<file path="src/rtl/qec_link_pkg.sv">
// Shared types and sizing helpers for the leaf/hub link endpoint.
// Beat count and counter width are derived from message and PHY widths.
package qec_link_pkg;

  typedef enum logic {TX_IDLE, TX_SEND} tx_state_e;
  typedef enum logic {RX_COLLECT, RX_HOLD} rx_state_e;

  function automatic int ceil_div(input int a, input int b);
    return (a + b - 1) / b;
  endfunction

  function automatic int beat_cnt_w(input int num_beats);
    return $clog2(num_beats + 1);
  endfunction

  localparam int DEF_MSG_WIDTH  = 20;
  localparam int DEF_PHY_WIDTH  = 8;
  localparam int DEF_BEAT_CNT_W = beat_cnt_w(ceil_div(DEF_MSG_WIDTH, DEF_PHY_WIDTH));

endpackage

</file>
<file path="src/rtl/link_beat_deserializer.sv">
// RX path: reassembles LSB-first PHY beats into one message and holds it
// until the local consumer takes it; the hub is stalled while a message is held.
module link_beat_deserializer
  import qec_link_pkg::*;
#(
  parameter int MSG_WIDTH = DEF_MSG_WIDTH,
  parameter int PHY_WIDTH = DEF_PHY_WIDTH
) (
  input  logic                 clk,
  input  logic                 reset,
  input  logic                 flush_i,
  input  logic [PHY_WIDTH-1:0] in_data_i,
  input  logic                 in_valid_i,
  output logic                 in_ready_o,
  output logic [MSG_WIDTH-1:0] rx_data_o,
  output logic                 rx_valid_o,
  input  logic                 rx_ready_i,
  output logic                 busy_o
);

  localparam int NUM_BEATS = ceil_div(MSG_WIDTH, PHY_WIDTH);
  localparam int BW        = beat_cnt_w(NUM_BEATS);
  localparam logic [BW-1:0] LAST_BEAT = BW'(NUM_BEATS - 1);

  rx_state_e              state_q, state_d;
  logic [BW-1:0]          beat_q, beat_d;
  logic [MSG_WIDTH-1:0]   asm_q, asm_d;

  always_ff @(posedge clk or negedge reset) begin
    if (!reset) begin
      state_q <= RX_COLLECT;
      beat_q  <= '0;
      asm_q   <= '0;
    end else begin
      state_q <= state_d;
      beat_q  <= beat_d;
      asm_q   <= asm_d;
    end
  end

  always_comb begin
    state_d = state_q;
    beat_d  = beat_q;
    asm_d   = asm_q;
    if (flush_i) begin
      state_d = RX_COLLECT;
      beat_d  = '0;
      asm_d   = '0;
    end else begin
      case (state_q)
        RX_COLLECT: begin
          if (in_valid_i) begin
            // Only message bits are written, so last-beat padding falls away.
            for (int j = 0; j < MSG_WIDTH; j++) begin
              if (beat_q == BW'(j / PHY_WIDTH)) asm_d[j] = in_data_i[j % PHY_WIDTH];
            end
            if (beat_q == LAST_BEAT) state_d = RX_HOLD;
            else                     beat_d  = beat_q + 1'b1;
          end
        end
        RX_HOLD: begin
          if (rx_ready_i) begin
            state_d = RX_COLLECT;
            beat_d  = '0;
          end
        end
        default: state_d = RX_COLLECT;
      endcase
    end
  end

  assign in_ready_o = (state_q == RX_COLLECT);
  assign rx_valid_o = (state_q == RX_HOLD);
  assign rx_data_o  = asm_q;
  assign busy_o     = (state_q == RX_HOLD) || (beat_q != '0);

endmodule

</file>
<file path="src/rtl/upstream_link_endpoint.sv">
// Leaf-side link endpoint: serialises local messages to the hub, reassembles
// hub beats for the local controller, and reports convergence status upward.
module upstream_link_endpoint
  import qec_link_pkg::*;
#(
  parameter  int MSG_WIDTH = DEF_MSG_WIDTH,
  parameter  int PHY_WIDTH = DEF_PHY_WIDTH,
  localparam int NUM_BEATS = ceil_div(MSG_WIDTH, PHY_WIDTH)
) (
  input  logic                 clk,
  input  logic                 reset,
  input  logic                 flush,
  input  logic [MSG_WIDTH-1:0] local_tx_data,
  input  logic                 local_tx_valid,
  output logic                 local_tx_ready,
  output logic [MSG_WIDTH-1:0] local_rx_data,
  output logic                 local_rx_valid,
  input  logic                 local_rx_ready,
  input  logic                 local_has_message_flying,
  input  logic                 local_has_odd_clusters,
  output logic [PHY_WIDTH-1:0] upstream_fifo_out_data,
  output logic                 upstream_fifo_out_valid,
  input  logic                 upstream_fifo_out_ready,
  input  logic [PHY_WIDTH-1:0] upstream_fifo_in_data,
  input  logic                 upstream_fifo_in_valid,
  output logic                 upstream_fifo_in_ready,
  output logic                 upstream_has_message_flying,
  output logic                 upstream_has_odd_clusters
);

  localparam int BW = beat_cnt_w(NUM_BEATS);
  localparam logic [BW-1:0] LAST_BEAT = BW'(NUM_BEATS - 1);

  tx_state_e            tx_state_q, tx_state_d;
  logic [BW-1:0]        tx_beat_q, tx_beat_d;
  logic [MSG_WIDTH-1:0] tx_msg_q, tx_msg_d;
  logic                 flying_q, flying_d;
  logic                 odd_q;
  logic                 rx_busy;

  always_ff @(posedge clk or negedge reset) begin
    if (!reset) begin
      tx_state_q <= TX_IDLE;
      tx_beat_q  <= '0;
      tx_msg_q   <= '0;
      flying_q   <= 1'b0;
      odd_q      <= 1'b0;
    end else begin
      tx_state_q <= tx_state_d;
      tx_beat_q  <= tx_beat_d;
      tx_msg_q   <= tx_msg_d;
      flying_q   <= flush ? 1'b0 : flying_d;
      odd_q      <= flush ? 1'b0 : local_has_odd_clusters;
    end
  end

  always_comb begin
    tx_state_d = tx_state_q;
    tx_beat_d  = tx_beat_q;
    tx_msg_d   = tx_msg_q;
    if (flush) begin
      tx_state_d = TX_IDLE;
      tx_beat_d  = '0;
      tx_msg_d   = '0;
    end else begin
      case (tx_state_q)
        TX_IDLE: begin
          if (local_tx_valid) begin
            tx_msg_d   = local_tx_data;
            tx_beat_d  = '0;
            tx_state_d = TX_SEND;
          end
        end
        TX_SEND: begin
          if (upstream_fifo_out_ready) begin
            if (tx_beat_q == LAST_BEAT) begin
              tx_state_d = TX_IDLE;
              tx_beat_d  = '0;
            end else begin
              tx_beat_d  = tx_beat_q + 1'b1;
            end
          end
        end
        default: tx_state_d = TX_IDLE;
      endcase
    end
  end

  // Beat slice of the held message; bits beyond MSG_WIDTH stay zero.
  always_comb begin
    upstream_fifo_out_data = '0;
    if (tx_state_q == TX_SEND) begin
      for (int j = 0; j < MSG_WIDTH; j++) begin
        if (tx_beat_q == BW'(j / PHY_WIDTH)) upstream_fifo_out_data[j % PHY_WIDTH] = tx_msg_q[j];
      end
    end
  end

  assign local_tx_ready          = (tx_state_q == TX_IDLE);
  assign upstream_fifo_out_valid = (tx_state_q == TX_SEND);

  assign flying_d = local_has_message_flying || (tx_state_q != TX_IDLE) || local_tx_valid
                 || rx_busy || upstream_fifo_in_valid;

  assign upstream_has_message_flying = flying_q;
  assign upstream_has_odd_clusters   = odd_q;

  link_beat_deserializer #(
    .MSG_WIDTH (MSG_WIDTH),
    .PHY_WIDTH (PHY_WIDTH)
  ) u_rx (
    .clk        (clk),
    .reset      (reset),
    .flush_i    (flush),
    .in_data_i  (upstream_fifo_in_data),
    .in_valid_i (upstream_fifo_in_valid),
    .in_ready_o (upstream_fifo_in_ready),
    .rx_data_o  (local_rx_data),
    .rx_valid_o (local_rx_valid),
    .rx_ready_i (local_rx_ready),
    .busy_o     (rx_busy)
  );

endmodule

</file>
<file path="config.mk">
export PLATFORM = sky130hd
export DESIGN_NAME = upstream_link_endpoint
export DESIGN_NICKNAME = d
export VERILOG_FILES = /design/src/rtl/qec_link_pkg.sv /design/src/rtl/link_beat_deserializer.sv /design/src/rtl/upstream_link_endpoint.sv
export SDC_FILE = /design/constraint.sdc
export NUM_CORES = 1
export LEC_CHECK = 0
export CORE_MARGIN = 2
export CORE_UTILIZATION = 40
export DETAILED_ROUTE_END_ITERATION = 12
export PLACE_DENSITY = 0.79
export SLEW_MARGIN = 0
export SYNTH_ARGS = -nofsm -noshare
export SYNTH_HDL_FRONTEND = slang
export SYNTH_SLANG_ARGS = --single-unit
export TNS_END_PERCENT = 100
</file>
<file path="constraint.sdc">
create_clock -name clk -period 3.2 [get_ports clk]
set_input_delay 0.64 -clock clk [delete_from_list [all_inputs] [get_ports clk]]
set_output_delay 0.64 -clock clk [all_outputs]
set_load 0.1 [all_outputs]
</file>
# After elaboration in Yosys (flattened, before gate mapping)

Index checks and enable logic that the tools add are counted.
W data, S select, Z words.

Bits in registers: 48
Word-level logic and storage cells: 113
Input bits: 37
Output and inout bits: 34

Add/sub/neg operators: 2
Equal/unequal tests: 11
Reductions and logical operators: 19
Mux-type cells: 69
Bitwise gates (word level): 2

Operator list:

| operator              | count |
|---|---|
| $mux W20              | 6 |
| $mux W1               | 50 |
| $mux W2               | 8 |
| $ne A3 B3 Y1 const B  | 5 |
| $reduce_and A3 Y1     | 4 |
| $reduce_bool A2 Y1    | 6 |
| $mux W8               | 1 |
| $pmux W2 S2           | 2 |
| $logic_or A1 B1 Y1    | 5 |
| $add A2 B1 Y2 const B | 2 |
| $eq A2 B1 Y1 const B  | 2 |
| $eq A2 B2 Y1 const B  | 2 |
| $logic_not A2 Y1      | 2 |
| $ne A2 B2 Y1 const B  | 2 |
| $pmux W1 S2           | 2 |
| $reduce_and A2 Y1     | 2 |
| $not A1 Y1            | 2 |

# Longest topological paths before layout

Gate-level depths: netlist of the first run.

Depth after elaboration: 5
Gate-level depth with buffers: 6
Gate-level depth less buffers: 5

# By module

Synthesis of the first run repeated with hierarchy kept, for this count alone.

Cell total of the unflattened synthesis: 219
Area, all modules: 2252.2 um^2

Modules (own cells, without submodules):

| module                 | area each (um^2) | cells each | instances | seq. area each (um^2) |
|---|---|---|---|---|
| upstream_link_endpoint | 1204.9           | 135        | 1         | 625.6 |
| link_beat_deserializer | 1047.3           | 84         | 1         | 575.6 |

# Worst setup path after synthesis of the first run

Ideal clock, no wire load.

Kind: register to output
Start point: register tx_state_q, in the netlist upstream_fifo_out_valid
End point: output upstream_fifo_out_data[0]
Cell stages (with the launch flop): 3
Data required time: 2.560 ns
Path buffers: 0
Data arrival time: 3.112 ns
Slack: -0.552 ns
Cell sequence: dfrtp_1 -> inv_2 -> a21oi_1

Word-level cells in the longest chain between the ends: 1

Ends and longest elaborated chain:

| item                   | RTL line                     | text |
|---|---|---|
| start, declared        | upstream_link_endpoint.sv:34 | `tx_state_e tx_state_q, tx_state_d;` |
| start signal, assigned | upstream_link_endpoint.sv:49 | `tx_state_q <= tx_state_d;` |
| $mux W8                | upstream_link_endpoint.sv:92 | `if (tx_state_q == TX_SEND) begin` |
| end, declared          | upstream_link_endpoint.sv:21 | `output logic [PHY_WIDTH-1:0] upstream_fifo_out_data,` |

Every way passes these cells.

# Worst setup path in the final report of the first run

Start point: register tx_beat_q[0]
End point: output upstream_fifo_out_data[2]

Word-level cells in the longest chain between the ends: 5
Elaborated cells on any way between the ends: 7
Classes of those cells: eq/ne (2); mux (4); reduce/logical (1)

Ends and longest elaborated chain:

| item                   | RTL line                     | text |
|---|---|---|
| start, declared        | upstream_link_endpoint.sv:35 | `logic [BW-1:0] tx_beat_q, tx_beat_d;` |
| start signal, assigned | upstream_link_endpoint.sv:50 | `tx_beat_q <= tx_beat_d;` |
| $logic_not A2 Y1       | upstream_link_endpoint.sv:94 | `if (tx_beat_q == BW'(j / PHY_WIDTH)) upstream_fifo_out_data[j % PHY_WIDTH] = tx_msg_q[j];` |
| $mux W1 (2 in a row)   | upstream_link_endpoint.sv:94 |  |
| $mux W1 (*)            | upstream_link_endpoint.sv:94 |  |
| $mux W8 (*)            | upstream_link_endpoint.sv:92 |  |

Mark *: on every way between the ends. The rest lies on a longest branch, timed or not.

==> results of run 1 <==
power by group through the flow:
stage | registers, W | clock network (W) | logic [W]
detailed placement | 0.000690 | 0 | 0.000430
global placement | 0.000688 | 0 | 0.000425
CTS | 0.000678 | 0.000438 | 0.000431
finish | 0.000677 | 0.000422 | 0.000426
floorplan | 0.000811 | 0 | 0.000182
global route | 0.000683 | 0.000461 | 0.000450
sequential cells by signal, summed over array words and instances, names as in the netlist:
| name | cells |
|---|---|
| tx_beat_q | 2 |
| tx_msg_q | 20 |
| u_rx.beat_q | 2 |
| u_rx.rx_data_o | 20 |
| u_rx.rx_valid_o | 1 |
| upstream_fifo_out_valid | 1 |
| upstream_has_message_flying | 1 |
| upstream_has_odd_clusters | 1 |
synth_stat cells, drive strengths merged:
cell type  instances
nand2              5
buf                9
a2bb2oi            1
nor4b              1
mux2i             29
o31ai              1
inv                4
dfrtp             48
nor2b             22
or3                1
ha                 3
mux2              20
nand2b             4
nor3               1
o32ai              1
a21boi             1
nor4bb             1
or2                4
and4b              1
or3b               1
a21oi              8
clkbuf             1
nor2              27
nand3b             3
worst max-delay path by stage:
stage / to / slack (ns)
after floorplan: upstream_fifo_out_data[0] / -0.55
after global placement: tx_msg_q[15] / 0.83
after detailed placement: tx_msg_q[7] / 0.78
after CTS: upstream_fifo_out_data[2] / 0.63
after global routing: upstream_fifo_out_data[1] / 0.57
final: upstream_fifo_out_data[2] / 0.65
metrics by stage:
| step | utilization, % | power [W] | instances | area (um^2) |
|---|---|---|---|---|
| 2_1_floorplan | - | 0.000993 | 197 | 2290 |
| 3_3_place_gp | 53.5 | 0.00111 | 331 | 2950 |
| 3_5_place_dp | 53.5 | 0.00112 | 331 | 2950 |
| 4_1_cts | 55.4 | 0.00155 | 339 | 3050 |
| 5_1_grt | 55.4 | 0.00159 | 339 | 3050 |
| 6_report | 55.4 | 0.00153 | 339 | 3050 |
cell families (layout without fill, tap and decap cells):
| logic type | Yosys count | count (layout) |
|---|---|---|
| compound gates | 12 | 12 |
| fa+ha+maj | 3 | 3 |
| mux | 49 | 49 |
| simple gates | 71 | 71 |
| flops | 48 | 48 |
| buf+inv | 14 | 84 |
metal layers:
layer  share of wire (%)  GRT usage [%]  up-vias  routed length [um]
met2                  53           26.6       26                2470
met5                   0              0        -                   0
met1                  43           19.6      834                2010
li1                    -              -      800                   -
met4                 1.1           4.66        0                  49
met3                 2.9           2.15        5                 137
layout make-up:
type | instances | area [um^2] | share of cell area [%]
Sequential cell | 48 | 1200 | 39.3
Inverter | 4 | 15.0 | 0.492
Tap cell | 72 | 90.1 | 2.95
Timing Repair Buffer | 72 | 621 | 20.3
Clock buffer | 6 | 72.6 | 2.38
Multi-Input combinational cell | 135 | 1020 | 33.4
Clock inverter | 2 | 35.0 | 1.15
worst max-delay path, cell delays in order, from the launching register on:
cell,delay [ns]
dfrtp_1,0.73
mux2i_1,0.13
or2_2,0.28
a21oi_1,0.15
buf_4,0.31
==> summary by stage, run 1 <==
Power
In this run the static leakage power is 1.49 nW. Per report_power, the sequential group accounts for 44.4% of the total. Net switching is 32.8% of the power.

IR analysis of the VDD net gives a maximum drop of 0.191 mV. The clock power share is 27.7%. The combinational share of power is 27.9%. The internal power of the cells totals 0.00102 W.

In this run the power density over the cells is 500 nW/um^2. For this design the total switching power over the nets is 0.000501 W.

Finish
Fill cells in the final layout number 510. Cells with a size suffix above 1 make up 27.7% of the layout. 0 antenna diodes ended up in the layout. The leading cell type in the layout, fill and taps excluded is dfrtp_1. The library cells used most frequently in the layout, excluding fill and tap cells, are 48 x dfrtp_1, 36 x buf_4, 34 x clkdlybuf4s50_1, 29 x mux2i_1, 23 x nor2_1. For this run, the post-layout net count is 306. Relative to the synthesized area, the layout overhead comes to 33.8%.

Min path
The startpoint of the worst hold path is tx_msg_q[11]. The worst hold path terminates at tx_msg_q[11]. The worst hold path belongs to the class flip-flop to flip-flop. The hold path depth is 1.

Clock tree
The clock reaches the later pin of the worst-skew pair after 0.29 ns. The cell chosen for the clock root is clkbuf_8. The maximum number of buffers from clock root to sink is 2. The H-tree was split into 2 levels. The hold buffer count at cts is 0. Counting the buffers created by CTS gives 5. Clock-pin slew was measured on the worst setup and hold paths at 0.08 ns.

The tree built by TritonCTS fans out to 48 sinks. The number of buffers added for setup after CTS is 0. The TritonCTS clock tree is built.

After clock tree synthesis, the repair step resized 0 gates.

GRT
Global routing used 15.2% of the available tracks across all layers. The via count of the first global-routing pass came to 1681. The total overflow left after global routing is 0. The initial antenna violation count came to 0. Entering global routing, the biggest net connects 51 pins. The global-route wire length before repair is 7720 um.

STA
In this run the tightest slew margin relative to its limit is 28.3%. At the pin with the least slew margin, the transition time is 1.07 ns. The final critical-path share of the clock period is 79.6%. The number of endpoints failing setup at the final stage is 0. The worst path in the final design needs a cycle of 2.55 ns, including I/O delays and setup. The summed negative setup slack over all endpoints is 0 ns. The number of max-slew violations in the final report came to 0. Setup repair after global routing left no endpoint under its margin. Clock skew on the completed layout was measured at 0.00602 ns. The final hold slack is 0.509 ns. The smallest setup slack after layout is 0.654 ns.

The count of endpoints failing hold in the final timing report is 0. The maximum clock rate is 393 MHz.

Worst setup path
At the worst endpoint, the arrival time is 1.91 ns. The startpoint identified for the worst register-to-register timing path is upstream_fifo_out_valid. At the worst endpoint, the required time is 2.56 ns. The worst register-to-register path has a setup slack of 1.29 ns. The worst setup path is of the flip-flop to primary output kind.

The kind of end point of the critical path is a primary output. The endpoint of the worst register-to-register path is tx_msg_q[7]. The launching instance or port of the critical path is tx_beat_q[0]. Measured in cells, the most critical reg-to-reg path has a length of 4. STA classifies the critical path startpoint as a flip-flop. The top fanout value on the critical path is 13.

Routing
For this block, the initial DRC count from the detailed router was 92. The total via count after detailed routing is 1665. In the routed design, unresolved DRC markers number 0.

The total iterations of the first detailed-routing run is 4. The post-detailed-route count of antenna-violating nets is 0. The total routed wirelength is 4660 um. The routed wire length per instance is 13.8 um. The via-per-instance ratio is 4.91.

Die
The area of the core is 5510 um^2. The area enclosed by the die boundary is 6320 um^2. The starting density of the core is 41.4%. 71 I/O pins were placed. The y dimension of the die is 79.5 um. The count of standard-cell rows is 27. The die is 79.5 um wide.

Logic synthesis
The area share of and/or/nand/nor cells after synthesis is 16.6%. The synthesis warning total is 0. Multiplexer cells account for 22.6% of the synthesized area. The cell area after synthesis is 2280 um^2. Sequential elements use 52.7% of the synthesized area. Counting flops and latches in the post-synthesis netlist gives 48.

The dominant combinational cell family by area after synthesis is multiplexers. The synthesized netlist net count is 237. The synthesized netlist devotes 3.35% of its cell area to compound gates. The count of different cell masters after synthesis is 28. Synthesis handed over a netlist of 197 instances. After Yosys synthesis, full adders, half adders and majority gates account for 1.65% of the synthesized area. The xor and xnor area share after synthesis is 0%. The average instance in the mapped netlist occupies 11.6 um^2. In this run the biggest area consumer among cell types represents 52.7% of the synthesized area. The cell type with the largest total area after synthesis is dfrtp_1. By area the synthesized netlist is led by dfrtp_1 53%, mux2i_1 13%, mux2_2 9.9%.

Place
Port buffering added 70 buffers. Routability-driven placement finished with a final weighted congestion of 0.737. The sum of net half-perimeters after detailed placement is 3350 um. Prior to clock tree synthesis, the placed netlist has a worst setup slack of 0.783 ns.

Status
The run finished with clean final reports.

Flow run
The max-cap violation count is 0.
Power figures use the tool's default switching activity.
==> run 2: changes to the inputs <==
--- a/config.mk
+++ b/config.mk
@@ -8,7 +8,7 @@
 export CORE_MARGIN = 2
 export CORE_UTILIZATION = 40
 export DETAILED_ROUTE_END_ITERATION = 12
-export PLACE_DENSITY = 0.79
+export PLACE_DENSITY = 0.82
 export SLEW_MARGIN = 0
 export SYNTH_ARGS = -nofsm -noshare
 export SYNTH_HDL_FRONTEND = slang
==> constraint.sdc (replaced) <==
create_clock -name clk -period 2.3 [get_ports clk]
set_input_delay 0.46 -clock clk [delete_from_list [all_inputs] [get_ports clk]]
set_output_delay 0.46 -clock clk [all_outputs]
set_load 0.1 [all_outputs]
==> run 2 against run 1 <==
Effect of this change: combinational power rose by 49%; hold slack got worse by 0.36 ns; highest routed layer unchanged; via count down 2.6%; routed wire length increased by 4.8%; non-clock buffer count is 2 higher; sequential share of layout area is 2.0 points lower; flip-flop and latch count did not move.
==> summary by stage, run 2 (synthesized netlist as in run 1, its figures left out) <==
Worst setup path
The kind of critical path is flip-flop to primary output. The worst path arrival time was 1.64 ns (-0.27 ns). The signal on the critical path passes through mux2i_1 > or2_2 > a21oi_4 > buf_12. The family with the most delay on the worst path is flip-flops. The largest individual stage delay along the critical path comes from the cell dfrtp_2.

The total buffers and inverters traversed by the critical path is 1 (unchanged). The top fanout value on the critical path is 13 (unchanged). The number of cell instances on the worst register-to-register path is 5 (+1). The data required time at the worst endpoint is 1.84 ns (-0.72 ns). The largest incremental delay on the critical path is 0.53 ns (-0.20 ns).

The kind of end point of the critical path is a primary output. The startpoint of the worst-slack reg-to-reg timing path is u_rx.beat_q[0]. The worst reg-to-reg setup slack is 0.74 ns (-0.55 ns). The endpoint identified for the worst register-to-register timing path is u_rx.rx_data_o[1]. The nature of the critical path startpoint is a flip-flop.

STA
The summed negative setup slack over all endpoints is 0 ns (unchanged). The smallest setup slack after layout is 0.202 ns (-0.452 ns). The worst-case headroom to the max-slew limit is 62.6% (+34 points). The count of endpoints failing hold in the final timing report is 0 (unchanged). Static timing analysis puts the maximum clock frequency at 477 MHz. Setup repair after global routing left no endpoint under its margin.

The shortest clock period the worst path allows after layout is 2.10 ns. The transition time at the pin with the least slew margin came to 0.561 ns (-0.514 ns). After layout, the worst path uses 91.2% of the clock period.

The clock skew after layout is 0.00401 ns (-0.00201 ns). The number of endpoints failing setup at the final stage is 0 (unchanged). The number of max-slew violations in the final report is 0 (unchanged).

GRT
The initial antenna violation count is 0 (unchanged). The largest net degree at the start of global routing came to 39 (-24%). The via count of the first global-routing pass is 1632 (-2.9%). The leftover overflow at the end of global routing is 0 (unchanged).

The overall routing resource usage was 16.0% (+0.80 points). The global-route wire length before repair is 7910 um (+2.4%).

Clock tree
The maximum number of buffers from clock root to sink is 2 (unchanged). The TritonCTS buffer count is 5 (unchanged). The number of sinks driven by the clock tree is 48 (unchanged). The number of levels in the clock H-tree is 2 (unchanged). The cell chosen for the clock root is clkbuf_8. The worst-skew pair later-pin latency was 0.29 ns (about the same). The post-CTS clock slew at the launch and capture registers of the worst setup and hold paths is 0.09 ns (about the same). The TritonCTS clock tree is built.

The hold buffer count at cts was 0 (unchanged).

Die
The die span in x was 79.5 um (unchanged). The I/O pin total is 71 (unchanged). The starting density of the core is 41.4% (unchanged). The count of standard-cell rows was 27 (unchanged). The area enclosed by the die boundary is 6320 um^2 (unchanged). The y dimension of the die was 79.5 um (unchanged). The area of the core is 5510 um^2 (unchanged).

Routing
The total iterations of the first detailed-routing run is 6 (+2). The number of remaining DRC errors was 0 (unchanged). The post-detailed-route count of antenna-violating nets is 0 (unchanged). The total routed wirelength is 4880 um (+4.8%). The routed wire length per instance came to 14.3 um (+4.1%). The DRC violation total after the first TritonRoute iteration is 128 (+39%). The total via count after detailed routing came to 1621 (-2.6%).

The via-per-instance ratio came to 4.75 (-3.2%).

Place
The final estimated routing congestion in global placement came to 0.713 (-3.2%). The setup slack after placement is 0.335 ns (-0.448 ns). The number of port buffers is 70 (unchanged). The count of placed standard cells including taps is 333 (+0.60%). The sum of net half-perimeters after detailed placement is 3500 um (+4.5%).

Min path
The min-delay analysis places its worst path in the category input pin to asynchronous set/reset pin.

Status
The flow ran to the end, and the final reports show no timing, DRC or antenna violations.

Finish
The share of layout cells above drive strength 1 is 30.9% (+3.1 points). The area growth from synthesis to layout is 41.4%. In the layout the commonest cells are 46 x dfrtp_1, 34 x clkdlybuf4s50_1, 29 x mux2i_1, 28 x buf_4, 23 x nor2_1. The final core utilization is 58.6% (+3.1 points). The antenna cell count is 0 (unchanged).

The sequential cell area is 1200 um^2 (+0.21%). The final instance count without filler cells is 341 (+0.59%). The area of the multi-input gates is 1060 um^2 (+4.4%). The final layout net count is 308 (+0.65%). The number of inserted filler cells in the final layout is 468 (-8.2%). The leading cell type in the layout, fill and taps excluded is dfrtp_1.

Flow run
The max-cap violation count is 0 (unchanged).

Power
The highest ir drop seen on vdd is 0.280 mV (+46%). The leakage power figure came to 1.53 nW (+2.6%). The power per standard cell area is 648 nW/um^2 (+30%).
-- run 2: metal layers --
layer	track usage [%]	vias to the layer above	part of all wire [%]
met2	25.5	34	49
li1	-	800	-
met3	3.96	4	3.6
met1	21.6	783	46
met5	0	-	0
met4	4.83	0	1.2
-- run 2: how the worst max path moves through the flow --
stage / cells past startpoint / endpoint / start
after floorplan: 2 / upstream_fifo_out_data[4] / upstream_fifo_out_valid
after global placement: 4 / upstream_fifo_out_data[1] / tx_beat_q[0]
after detailed placement: 4 / u_rx.rx_data_o[1] / upstream_fifo_in_valid
after CTS: 4 / upstream_fifo_out_data[1] / tx_beat_q[0]
after global routing: 4 / upstream_fifo_out_data[3] / tx_beat_q[0]
final: 4 / upstream_fifo_out_data[1] / tx_beat_q[0]
-- run 2: where the power goes --
group / internal (W) / switching (W)
Sequential: 0.000904 / 0.0000390
Combinational: 0.000229 / 0.000407
Clock: 0.000240 / 0.000269
Total: 0.00137 / 0.000715
-- run 2: cell type report --
cell class / instances / area share, %
well taps: 72 / 2.79
clock buffers: 6 / 2.56
clock inverters: 2 / 0.310
flip-flops and latches: 48 / 37.3
repair buffers: 74 / 23.6
multi-input cells: 135 / 33.0
inverters: 4 / 0.465
-- run 2: metrics by stage --
stage	total power, W	hold slack (ns)	instance area, um^2
after global placement	0.00159	0.477	3130
after floorplan	0.00139	0.164	2340
final	0.00209	0.150	3230
after global routing	0.00219	0.172	3230
after CTS	0.00211	0.162	3220
after detailed placement	0.00160	0.486	3130
-- run 2: timing repair --
item | 4_1_cts | 5_1_grt
setup endpoints to repair | 0 | 4
gates resized for setup | 0 | 1
hold endpoints to repair | 0 | 0
buffers inserted | 0 | 0
